File: src/rtl/alarm_ctrl.sv
// Alarm clock controller: alarm-time editing, display mux, match detection and a
// ring/snooze state machine driving a gated square-wave buzzer.
module alarm_ctrl #(
    parameter int CLK_HZ     = 50_000_000,
    parameter int TONE_HZ    = 2000,
    parameter int RING_SEC   = 60,
    parameter int SNOOZE_SEC = 300
) (
    input  logic       clk,
    input  logic       rst_n,
    input  logic [3:0] e0,
    input  logic [3:0] e1,
    input  logic [3:0] e2,
    input  logic [3:0] e3,
    input  logic       a,
    input  logic       buh,
    input  logic       bum,
    input  logic       en,
    input  logic       stop,
    input  logic       snz,
    output logic [3:0] a0,
    output logic [3:0] a1,
    output logic [3:0] a2,
    output logic [3:0] a3,
    output logic [3:0] s0,
    output logic [3:0] s1,
    output logic [3:0] s2,
    output logic [3:0] s3,
    output logic       buzz,
    output logic       ringing,
    output logic       snoozing
);

    localparam int TONE_DIV = CLK_HZ / (2 * TONE_HZ);
    localparam int TW       = (TONE_DIV > 1) ? $clog2(TONE_DIV) : 1;
    localparam int PW       = (CLK_HZ > 1) ? $clog2(CLK_HZ) : 1;
    localparam int MAX_SEC  = (RING_SEC > SNOOZE_SEC) ? RING_SEC : SNOOZE_SEC;
    localparam int SW       = (MAX_SEC > 1) ? $clog2(MAX_SEC + 1) : 1;

    localparam logic [TW-1:0] TONE_LAST   = TW'(TONE_DIV - 1);
    localparam logic [PW-1:0] PRESC_LAST  = PW'(CLK_HZ - 1);
    localparam logic [PW-1:0] PRESC_HALF  = PW'(CLK_HZ / 2);
    localparam logic [SW-1:0] RING_LAST   = SW'(RING_SEC - 1);
    localparam logic [SW-1:0] SNOOZE_LAST = SW'(SNOOZE_SEC - 1);

    typedef enum logic [1:0] {
        ST_IDLE   = 2'd0,
        ST_RING   = 2'd1,
        ST_SNOOZE = 2'd2
    } state_t;

    function automatic logic [7:0] inc_min(input logic [7:0] v);
        logic [7:0] r;
        r = v;
        if (v[3:0] == 4'd9) begin
            r[3:0] = 4'd0;
            if (v[7:4] == 4'd5) begin
                r[7:4] = 4'd0;
            end else begin
                r[7:4] = v[7:4] + 4'd1;
            end
        end else begin
            r[3:0] = v[3:0] + 4'd1;
        end
        return r;
    endfunction

    function automatic logic [7:0] inc_hour(input logic [7:0] v);
        logic [7:0] r;
        r = v;
        if (v == 8'h23) begin
            r = 8'h00;
        end else if (v[3:0] == 4'd9) begin
            r[3:0] = 4'd0;
            r[7:4] = v[7:4] + 4'd1;
        end else begin
            r[3:0] = v[3:0] + 4'd1;
        end
        return r;
    endfunction

    // Button bit order: {snz, stop, buh, bum}
    logic [3:0]    r_btn_s1, r_btn_s2, r_btn_q;
    logic [3:0]    w_btn_p;
    logic [15:0]   r_edig;
    logic [7:0]    r_ahr, r_amin;
    logic [15:0]   r_sdig;
    logic          r_match_q;
    logic          w_match, w_trigger;
    state_t        r_state, w_next;
    logic [PW-1:0] r_presc;
    logic [SW-1:0] r_sec;
    logic [TW-1:0] r_tone_cnt;
    logic          r_tone;
    logic          w_ring_done, w_snooze_done;
    logic          r_buzz, r_ringing, r_snoozing;

    assign w_btn_p       = r_btn_s2 & ~r_btn_q;
    assign w_match       = (r_edig == {r_ahr, r_amin});
    assign w_trigger     = w_match & ~r_match_q;
    assign w_ring_done   = (r_sec == RING_LAST) && (r_presc == PRESC_LAST);
    assign w_snooze_done = (r_sec == SNOOZE_LAST) && (r_presc == PRESC_LAST);

    // Button synchronizers, edge-detect history and current-time capture
    always_ff @(posedge clk or negedge rst_n) begin
        if (!rst_n) begin
            r_btn_s1  <= 4'd0;
            r_btn_s2  <= 4'd0;
            r_btn_q   <= 4'd0;
            r_edig    <= 16'd0;
            r_match_q <= 1'b0;
        end else begin
            r_btn_s1  <= {snz, stop, buh, bum};
            r_btn_s2  <= r_btn_s1;
            r_btn_q   <= r_btn_s2;
            r_edig    <= {e3, e2, e1, e0};
            r_match_q <= w_match;
        end
    end

    // Alarm time editing; hour and minute fields wrap independently
    always_ff @(posedge clk or negedge rst_n) begin
        if (!rst_n) begin
            r_ahr  <= 8'h06;
            r_amin <= 8'h00;
        end else begin
            if (a && w_btn_p[1]) begin
                r_ahr <= inc_hour(r_ahr);
            end
            if (a && w_btn_p[0]) begin
                r_amin <= inc_min(r_amin);
            end
        end
    end

    // Display register: alarm digits while editing, otherwise current time
    always_ff @(posedge clk or negedge rst_n) begin
        if (!rst_n) begin
            r_sdig <= 16'd0;
        end else begin
            r_sdig <= a ? {r_ahr, r_amin} : r_edig;
        end
    end

    // State register
    always_ff @(posedge clk or negedge rst_n) begin
        if (!rst_n) begin
            r_state <= ST_IDLE;
        end else begin
            r_state <= w_next;
        end
    end

    // Next-state logic; stop/disable/edit-mode take priority over snooze
    always_comb begin
        w_next = r_state;
        case (r_state)
            ST_IDLE: begin
                if (w_trigger && en && !a) begin
                    w_next = ST_RING;
                end else begin
                    w_next = ST_IDLE;
                end
            end
            ST_RING: begin
                if (w_btn_p[2] || !en || a) begin
                    w_next = ST_IDLE;
                end else if (w_btn_p[3]) begin
                    w_next = ST_SNOOZE;
                end else if (w_ring_done) begin
                    w_next = ST_IDLE;
                end else begin
                    w_next = ST_RING;
                end
            end
            ST_SNOOZE: begin
                if (w_btn_p[2] || !en || a) begin
                    w_next = ST_IDLE;
                end else if (w_snooze_done) begin
                    w_next = ST_RING;
                end else begin
                    w_next = ST_SNOOZE;
                end
            end
            default: begin
                w_next = ST_IDLE;
            end
        endcase
    end

    // Duration timer: restarts on every state change so durations are exact
    always_ff @(posedge clk or negedge rst_n) begin
        if (!rst_n) begin
            r_presc <= '0;
            r_sec   <= '0;
        end else if ((w_next != r_state) || (r_state == ST_IDLE)) begin
            r_presc <= '0;
            r_sec   <= '0;
        end else if (r_presc == PRESC_LAST) begin
            r_presc <= '0;
            r_sec   <= r_sec + {{(SW-1){1'b0}}, 1'b1};
        end else begin
            r_presc <= r_presc + {{(PW-1){1'b0}}, 1'b1};
        end
    end

    // Free-running tone divider
    always_ff @(posedge clk or negedge rst_n) begin
        if (!rst_n) begin
            r_tone_cnt <= '0;
            r_tone     <= 1'b0;
        end else if (r_tone_cnt == TONE_LAST) begin
            r_tone_cnt <= '0;
            r_tone     <= ~r_tone;
        end else begin
            r_tone_cnt <= r_tone_cnt + {{(TW-1){1'b0}}, 1'b1};
        end
    end

    // Registered status and buzzer outputs
    always_ff @(posedge clk or negedge rst_n) begin
        if (!rst_n) begin
            r_buzz     <= 1'b0;
            r_ringing  <= 1'b0;
            r_snoozing <= 1'b0;
        end else begin
            r_buzz     <= r_tone && (r_state == ST_RING) && (r_presc < PRESC_HALF);
            r_ringing  <= (r_state == ST_RING);
            r_snoozing <= (r_state == ST_SNOOZE);
        end
    end

    assign {a3, a2} = r_ahr;
    assign {a1, a0} = r_amin;
    assign {s3, s2, s1, s0} = r_sdig;
    assign buzz     = r_buzz;
    assign ringing  = r_ringing;
    assign snoozing = r_snoozing;

endmodule
File: config.mk
export PLATFORM = sky130hd
export DESIGN_NAME = alarm_ctrl
export DESIGN_NICKNAME = d
export VERILOG_FILES = /design/src/rtl/alarm_ctrl.sv
export SDC_FILE = /design/constraint.sdc
export NUM_CORES = 1
export LEC_CHECK = 0
export CAP_MARGIN = 5
export CELL_PAD_IN_SITES_DETAIL_PLACEMENT = 0
export CELL_PAD_IN_SITES_GLOBAL_PLACEMENT = 1
export CORE_ASPECT_RATIO = 0.9
export CORE_UTILIZATION = 40
export CTS_BUF_LIST = sky130_fd_sc_hd__clkbuf_2 sky130_fd_sc_hd__clkbuf_4 sky130_fd_sc_hd__clkbuf_8
export CTS_CLUSTER_SIZE = 14
export DETAILED_ROUTE_END_ITERATION = 16
export DONT_BUFFER_PORTS = 1
export PLACE_DENSITY_LB_ADDON = 0.1
export SLEW_MARGIN = 30
export SYNTH_ARGS = -nofsm -noshare
export SYNTH_HDL_FRONTEND = slang
export SYNTH_SLANG_ARGS = --single-unit
export TNS_END_PERCENT = 100
File: constraint.sdc
create_clock -name clk -period 2.8 [get_ports clk]
set_input_delay 0.84 -clock clk [delete_from_list [all_inputs] [get_ports clk]]
set_output_delay 0.84 -clock clk [all_outputs]
set_load 0.005 [all_outputs]
==> results of run 1 <==
==> how the worst max path moves through the flow <==
stage                start    endpoint  slack, ns
5_1_grt        r_presc[12]  r_presc[8]       0.49
4_1_cts         r_presc[0]  r_presc[8]       0.64
2_1_floorplan   r_presc[7]  r_presc[6]       0.73
6_report        r_presc[7]    r_sec[8]       0.66
3_3_place_gp            en    r_sec[8]       0.69
3_5_place_dp            en    r_sec[8]       0.65
==> area by class of cell <==
type,instances,area share (%)
repair buffers,3,0.395
flip-flops and latches,116,51.0
clock buffers,22,5.32
well taps,160,3.51
diodes,1,0.0439
inverters,11,0.725
multi-input cells,307,36.5
clock inverters,10,2.53
==> layout by cell type (no fill, tap or decap), drive strengths merged, types with 2 or more instances in the layout <==
cell / count
nor2: 51
mux2: 17
o21a: 2
nand2: 23
clkinv: 2
dfstp: 2
and2: 4
nor3b: 3
nor2b: 7
nand4b: 2
nand4: 18
o21ai: 16
nor4: 7
nor3: 12
and4: 6
o31ai: 4
ha: 7
a21o: 4
or4: 3
clkinvlp: 3
xor2: 19
inv: 13
nand3: 21
nand2b: 2
buf: 3
nand3b: 6
and3: 10
bufinv: 3
clkbuf: 22
dfrtp: 114
a21oi: 9
xnor2: 44
==> per-layer routing <==
layer | GRT usage (%) | up-vias | wire length [um]
met5 | 0 | - | 0
met4 | 7.67 | 0 | 149
met3 | 6.01 | 13 | 492
met2 | 22.2 | 55 | 4050
met1 | 22.9 | 1514 | 4980
li1 | - | 1576 | -
==> logic make-up (layout without fill, tap and decap cells) <==
family | after synthesis | in the layout | share of synthesized area [%]
simple gates | 180 | 180 | 19.5
buf+inv | 20 | 46 | 1.70
flops | 116 | 116 | 57.3
xor+xnor | 63 | 63 | 10.9
compound gates | 39 | 39 | 4.86
other cells | 0 | 1 | 0
fa+ha+maj | 7 | 7 | 1.73
mux | 18 | 18 | 3.97
==> critical path, cell delays in order, from the launching register on <==
cell,delay [ns]
sky130_fd_sc_hd__dfrtp_1,0.43
sky130_fd_sc_hd__or4_4,0.57
sky130_fd_sc_hd__nor4_4,0.25
sky130_fd_sc_hd__buf_4,0.21
sky130_fd_sc_hd__nand4_2,0.13
sky130_fd_sc_hd__or3_1,0.34
sky130_fd_sc_hd__a21oi_1,0.15
==> registers in the layout, indices dropped and copies added, names as in the netlist <==
| register | flops |
|---|---|
| buzz | 1 |
| r_presc | 26 |
| ringing | 1 |
| r_btn_q | 4 |
| r_sdig | 16 |
| r_ahr | 8 |
| r_state | 2 |
| r_tone_cnt | 14 |
| r_sec | 9 |
| r_tone | 1 |
| r_btn_s2 | 4 |
| r_btn_s1 | 4 |
| snoozing | 1 |
| r_match_q | 1 |
| r_amin | 8 |
| r_edig | 16 |
==> where the power goes <==
part           internal [mW]  leakage [nW]  total (mW)  switching [mW]
clock                   1.00         0.218        1.71           0.700
combinational          0.196         0.656       0.340           0.144
sequential              1.84          1.49        2.09           0.245
total                   3.04          2.36        4.13            1.09
==> metrics by stage <==
step                      instances  hold WS (ns)
after floorplan                 443         0.331
after global placement          597         0.334
after detailed placement        597         0.335
after CTS                       629        0.0602
after global routing            630        0.0469
final                           630        0.0980
==> PnR_summary.wiki, run 1 <==
{| class="wikitable"
! Metric !! Value
|-
| Area taken by multi-input logic gates || 2080 um^2
|-
| Area taken by flip-flops and latches || 2910 um^2
|-
| Count leader, synth || sky130_fd_sc_hd__dfrtp_1
|-
| Worst path setup slack after routing || 0.655 ns
|-
| Post-synth top flop || sky130_fd_sc_hd__dfrtp_1
|-
| Power density cells || 726 nW/um^2
|-
| Total CTS buffers || 17
|-
| Clock Skews || 0.00581 ns
|-
| Depth of the CTS H-tree || 4
|-
| Root buffer cell || sky130_fd_sc_hd__clkbuf_8
|-
| Vertical die dimension || 109 um
|-
| Maximum Capacitance Violations || 0
|-
| Site row count || 38
|-
| Total global-route track usage || 16.3%
|-
| Antenna violations before repair || 1
|-
| Number of setup violations in the final report || 0
|-
| Nets || 487
|-
| I/O pins || 59
|-
| Worst setup slack for register-to-register paths || 0.66 ns
|-
| Worst vdd rail ir drop || 449 uV
|-
| Synthesized netlist net count || 474
|-
| Ranking of synthesized cells by instance count || sky130_fd_sc_hd__dfrtp_1 (114), sky130_fd_sc_hd__nor2_1 (51), sky130_fd_sc_hd__xnor2_1 (44)
|-
| GRT overflow || 0
|-
| Count of synthesis-stage warnings from yosys || 0
|-
| Total iterations of the first detailed-routing run || 4
|-
| Total die area || 13100 um^2
|-
| Number of cell instances on the worst register-to-register path || 6
|-
| Share of synthesized flip-flops with an asynchronous set or reset || 100%
|-
| Post-detailed-placement cell area || 5250 um^2
|-
| Final Hold Violating Endpoints || 0
|-
| Hold-fix buffers, CTS || 0
|-
| EDFF count, synth || 0
|-
| Die boundary width || 121 um
|-
| Number of DRC markers in iteration 0 || 122
|-
| Time the final worst path needs with I/O delays and setup || 2.14 ns
|-
| Cell types occupying the most area after synthesis || sky130_fd_sc_hd__dfrtp_1 (56%), sky130_fd_sc_hd__xnor2_1 (7.6%), sky130_fd_sc_hd__nor2_1 (3.8%)
|-
| Post-synthesis instance area || 5070 um^2
|-
| Capturing point of the worst reg2reg path || r_sec[8]
|-
| Transition time of the tightest slew-check pin || 0.520 ns
|-
| Post-cts gate resize count || 0
|-
| First-pass GRT wire length || 16000 um
|-
| Yosys top cell by area || sky130_fd_sc_hd__dfrtp_1
|-
| Area added between synthesis and finish || 12.4%
|-
| Via count normalized by instance count || 5.01
|-
| Cell area after layout || 5700 um^2
|-
| Number of distinct standard cells referenced by the synthesized netlist || 46
|-
| Clock slew at the register clock pins of the worst setup and hold paths || 0.07 ns
|-
| Antenna Violating Nets Remaining || 0
|-
| Maximum buffer depth of the clock tree || 2
|-
| Number of global-route vias before repair || 3117
|-
| Max-slew violations || 0
|-
| Worst Setup End Kind || flop
|-
| Run status || complete, no violations
|-
| I/O Buffers || 0
|-
| Worst setup path category || reg2reg
|-
| Final Power || 4.13 mW
|-
| Vias || 3158
|-
| Wirelength per Cell || 15.3 um
|-
| Post-CTS Setup Repair Bufs || 0
|-
| Area share of the largest cell type after synthesis || 56.3%
|-
| Required arrival time at the worst endpoint || 3.16 ns
|-
| FMAX || 466 MHz
|-
| Synthesized flop and latch total || 116
|-
| Routability-driven placement congestion ratio || 0.730
|-
| Max_slew headroom || 65.3%
|-
| Instance count of the mapped netlist || 443
|-
| Detailed placer's ending HPWL || 6290 um
|-
| Arrival @ worst endpoint || 2.51 ns
|-
| Placeable core region || 12200 um^2
|-
| TritonCTS sink count || 116
|-
| Maximum fanout encountered on the critical timing path || 7
|-
| Final wirelength || 9660 um
|-
| CP startpoint kind || flop
|-
| Share of post-route cells with drive strength above 1 || 13.0%
|-
| Final standard cell utilization of the core || 46.6%
|-
| Setup repair after global routing missed its margin || false
|-
| Remaining DRCs || 0
|-
| TNS Setup || 0 ns
|-
| Clock latency reported for the late side of the worst-skew pair || 0.44 ns
|-
| TritonCTS clock tree || done
|-
| Avg Cell Area, Syn || 11.4 um^2
|-
| Static Leak || 2.36 nW
|-
| Worst setup slack after placement || 0.650 ns
|-
| Starting utilization of the core area || 41.5%
|-
| Number of fillers in the final layout || 1117
|-
| Pin count of the biggest net entering global routing || 117
|-
| Share of the clock period used by the worst path after layout || 76.6%
|-
| Reg-to-Reg Start || r_presc[7]
|-
| Min-delay worst type || in2async
|-
| Sequential area share after synthesis || 57.3%
|}
Power figures use the tool's default switching activity.
==> inputs of run 2 (changes only) <==
==> constraint.sdc (replaced) <==
create_clock -name clk -period 2 [get_ports clk]
set_input_delay 0.6 -clock clk [delete_from_list [all_inputs] [get_ports clk]]
set_output_delay 0.6 -clock clk [all_outputs]
set_load 0.005 [all_outputs]
==> run 2 against run 1 <==
  * The flow now finishes with violations (negative hold slack, negative setup slack)
  * Global-route usage grew 0.92 points
  * Sequential power increased by 38%
  * Combinational power rose by 70%
  * Largest cell class unchanged
  * Worst hold slack worse by 0.25 ns
  * Clock power up 56%
  * Sequential cell count unchanged
  * Critical path depth increased by 1
  * Critical path type unchanged
  * Via count is 5.7% higher
  * Final area increased by 3.8%
==> PnR_summary.wiki, run 2 (synthesis results as in run 1) <==
{| class="wikitable"
! Metric !! Value
|-
| Run status || finished, violations left
|-
| Violations in the final reports || negative hold slack, negative setup slack
|-
| Area taken by flip-flops and latches || 2910 um^2 (unchanged)
|-
| Worst vdd rail ir drop || 556 uV (+24%)
|-
| Worst setup path category || reg2reg
|-
| Combinational group share of total power || 9.4% (+1.2 points)
|-
| Total die area || 13100 um^2 (unchanged)
|-
| FMAX || 498 MHz (+6.9%)
|-
| I/O Buffers || 0 (unchanged)
|-
| Final wirelength || 10200 um (+5.9%)
|-
| Die boundary width || 121 um (unchanged)
|-
| Reg-to-Reg Start || r_presc[7]
|-
| Root buffer cell || sky130_fd_sc_hd__clkbuf_8
|-
| Arrival @ worst endpoint || 2.33 ns (-0.18 ns)
|-
| I/O pins || 59 (unchanged)
|-
| Highest cell delay on the worst timing path || 0.55 ns (-0.02 ns)
|-
| TNS Setup || -0.0284 ns (-0.0284 ns)
|-
| Worst Hold Slack || -0.149 ns (-0.247 ns)
|-
| Number of fillers in the final layout || 1148 (+2.8%)
|-
| Clock slew at the register clock pins of the worst setup and hold paths || 0.07 ns (about the same)
|-
| TritonCTS clock tree || done
|-
| Maximum fanout encountered on the critical timing path || 19 (+12)
|-
| Share of the clock period used by the worst path after layout || 100% (+24 points)
|-
| CP startpoint kind || flop
|-
| Worst Setup End Kind || flop
|-
| Nets || 508 (+4.3%)
|-
| Switching Power || 1.52 mW (+39%)
|-
| Min-delay worst type || in2async
|-
| Leading cell type in the layout, fill and taps excluded || sky130_fd_sc_hd__dfrtp_1
|-
| Starting utilization of the core area || 41.5% (unchanged)
|-
| Routed metal-1 wire length || 4970 um (about the same)
|-
| Via count normalized by instance count || 5.15 (+2.8%)
|-
| Remaining DRCs || 0 (unchanged)
|-
| Clock latency reported for the late side of the worst-skew pair || 0.44 ns (about the same)
|-
| Cells along the critical path || or4_4, nor4_4, buf_4, nand4_4, o21ai_4, buf_12, nor2_1
|-
| GRT overflow || 0 (unchanged)
|-
| Pin count of the biggest net entering global routing || 117 (unchanged)
|-
| Static Leak || 2.50 nW (+6.1%)
|-
| Slowest CP cell || sky130_fd_sc_hd__or4_4
|-
| Relative contribution of the clock network to total power || 43.6% (+2.3 points)
|-
| Antenna Violating Nets Remaining || 0 (unchanged)
|-
| Area taken by multi-input logic gates || 2080 um^2 (+0.12%)
|-
| Maximum buffer depth of the clock tree || 2 (unchanged)
|-
| Proportion of total power due to net switching || 24.8% (-1.6 points)
|-
| Wirelength per Cell || 15.8 um (+3.0%)
|-
| Routed met3 length || 406 um (-17%)
|-
| Flip-flop count of the largest register, all copies and words added || 26 (unchanged)
|-
| Antenna violations before repair || 0 (-1)
|-
| First-pass GRT wire length || 16900 um (+5.6%)
|-
| Final Power || 6.12 mW (+48%)
|-
| Worst setup startpoint || r_presc[7]
|-
| Total CTS buffers || 17 (unchanged)
|-
| Worst path setup slack after routing || -0.00698 ns (-0.662 ns)
|-
| Transition time of the tightest slew-check pin || 0.350 ns (-0.170 ns)
|-
| Detailed placer's ending HPWL || 6660 um (+5.8%)
|-
| Vertical die dimension || 109 um (unchanged)
|-
| Commonest non-fill, non-tap cells in the layout || sky130_fd_sc_hd__dfrtp_1 (114), sky130_fd_sc_hd__nor2_1 (51), sky130_fd_sc_hd__xnor2_1 (44)
|-
| DR WL met2 || 4770 um (+18%)
|-
| Seq pwr share || 47.0% (-3.5 points)
|-
| Maximum Capacitance Violations || 0 (unchanged)
|-
| Power density cells || 1040 nW/um^2 (+43%)
|-
| Site row count || 38 (unchanged)
|-
| Max_slew headroom || 76.4% (+11 points)
|-
| Total iterations of the first detailed-routing run || 4 (unchanged)
|-
| Time the final worst path needs with I/O delays and setup || 2.01 ns (-0.138 ns)
|-
| TritonCTS sink count || 116 (unchanged)
|-
| Total global-route track usage || 17.2% (+0.92 points)
|-
| Depth of the CTS H-tree || 4 (unchanged)
|-
| Antenna cells || 0 (-1)
|-
| Vias || 3338 (+5.7%)
|-
| Largest registers in the final layout || r_presc x26, r_edig x16, r_sdig x16
|-
| Largest reg by FF count || r_presc
|-
| Number of cell instances on the worst register-to-register path || 7 (+1)
|-
| Number of DRC markers in iteration 0 || 164 (+34%)
|-
| Share of post-route cells with drive strength above 1 || 16.8% (+3.8 points)
|-
| Final Hold Violating Endpoints || 114 (+114)
|-
| Max-slew violations || 0 (unchanged)
|-
| Area added between synthesis and finish || 16.7%
|-
| Number of global-route vias before repair || 3318 (+6.4%)
|-
| Capturing point of the worst reg2reg path || r_presc[10]
|-
| Topmost layer with routed signal wires || met4
|-
| Internal power consumption || 4.61 mW (+51%)
|-
| Required arrival time at the worst endpoint || 2.32 ns (-0.84 ns)
|-
| Number of setup violations in the final report || 8 (+8)
|-
| Setup repair after global routing missed its margin || true
|-
| Worst setup slack for register-to-register paths || -0.007 ns (-0.66 ns)
|-
| Routability-driven placement congestion ratio || 0.760 (+4.2%)
|-
| Clock Skews || 0.00682 ns (+0.00101 ns)
|-
| Placeable core region || 12200 um^2 (unchanged)
|}
-- run 2: cell count changes in the layout (fill, tap and decap cells not counted), moves of 2 or more --
cell,before,now
sky130_fd_sc_hd__inv_6,2,0
sky130_fd_sc_hd__bufinv_16,3,6
sky130_fd_sc_hd__buf_12,0,2
sky130_fd_sc_hd__buf_4,3,22
sky130_fd_sc_hd__clkbuf_8,22,20
-- run 2: worst max-delay path: cells and delay by family, from the launching register on --
family / cells / cell delay [ns]
buffers and inverters: 2 / 0.36
and+or+nand+nor: 4 / 0.96
AOI/OAI and AO/OA: 1 / 0.20
DFF: 1 / 0.38
-- run 2: worst max path at each step --
stage / to / slack (ns) / cells past startpoint
after global placement: r_sec[8] / 0.04 / 6
after CTS: r_sec[8] / 0.005 / 5
after global routing: r_presc[18] / -0.08 / 7
final: r_presc[10] / -0.007 / 7
after detailed placement: r_sec[8] / 0.02 / 5
after floorplan: r_presc[6] / -0.07 / 6
-- run 2: what timing repair did --
item	CTS	global route
endpoints found under the setup margin	0	35
buffers inserted	0	1
endpoints found under the hold margin	116	116
resized for setup	0	2
-- run 2: layout make-up --
cell class / count / area share (%)
repair buffers: 24 / 3.47
multi-input cells: 307 / 35.2
clock buffers: 21 / 4.78
clock inverters: 9 / 3.38
inverters: 11 / 0.698
flip-flops and latches: 116 / 49.1
well taps: 160 / 3.38
-- run 2: power by group through the flow --
stage	combinational (mW)	sequential [mW]	clock (mW)
after global routing	0.652	2.92	2.83
after CTS	0.586	2.88	2.73
final	0.579	2.88	2.67
after detailed placement	0.577	2.93	0
after global placement	0.565	2.92	0
after floorplan	0.444	2.85	0
-- run 2: metal layers --
layer	global-route usage [%]	vias up
met4	6.61	0
met2	26.1	53
met1	22.3	1669
met3	6.75	5
li1	-	1611
met5	0	-
-- run 2: per-stage QoR --
stage	instances	area [um^2]	util [%]	setup WS [ns]
floorplan	443	5070	-	-0.0670
global placement	617	5420	44.4	0.0395
detailed placement	617	5420	44.4	0.0246
CTS	647	5910	48.3	0.00513
global route	648	5920	48.4	-0.0829
finish	648	5920	48.4	-0.00698
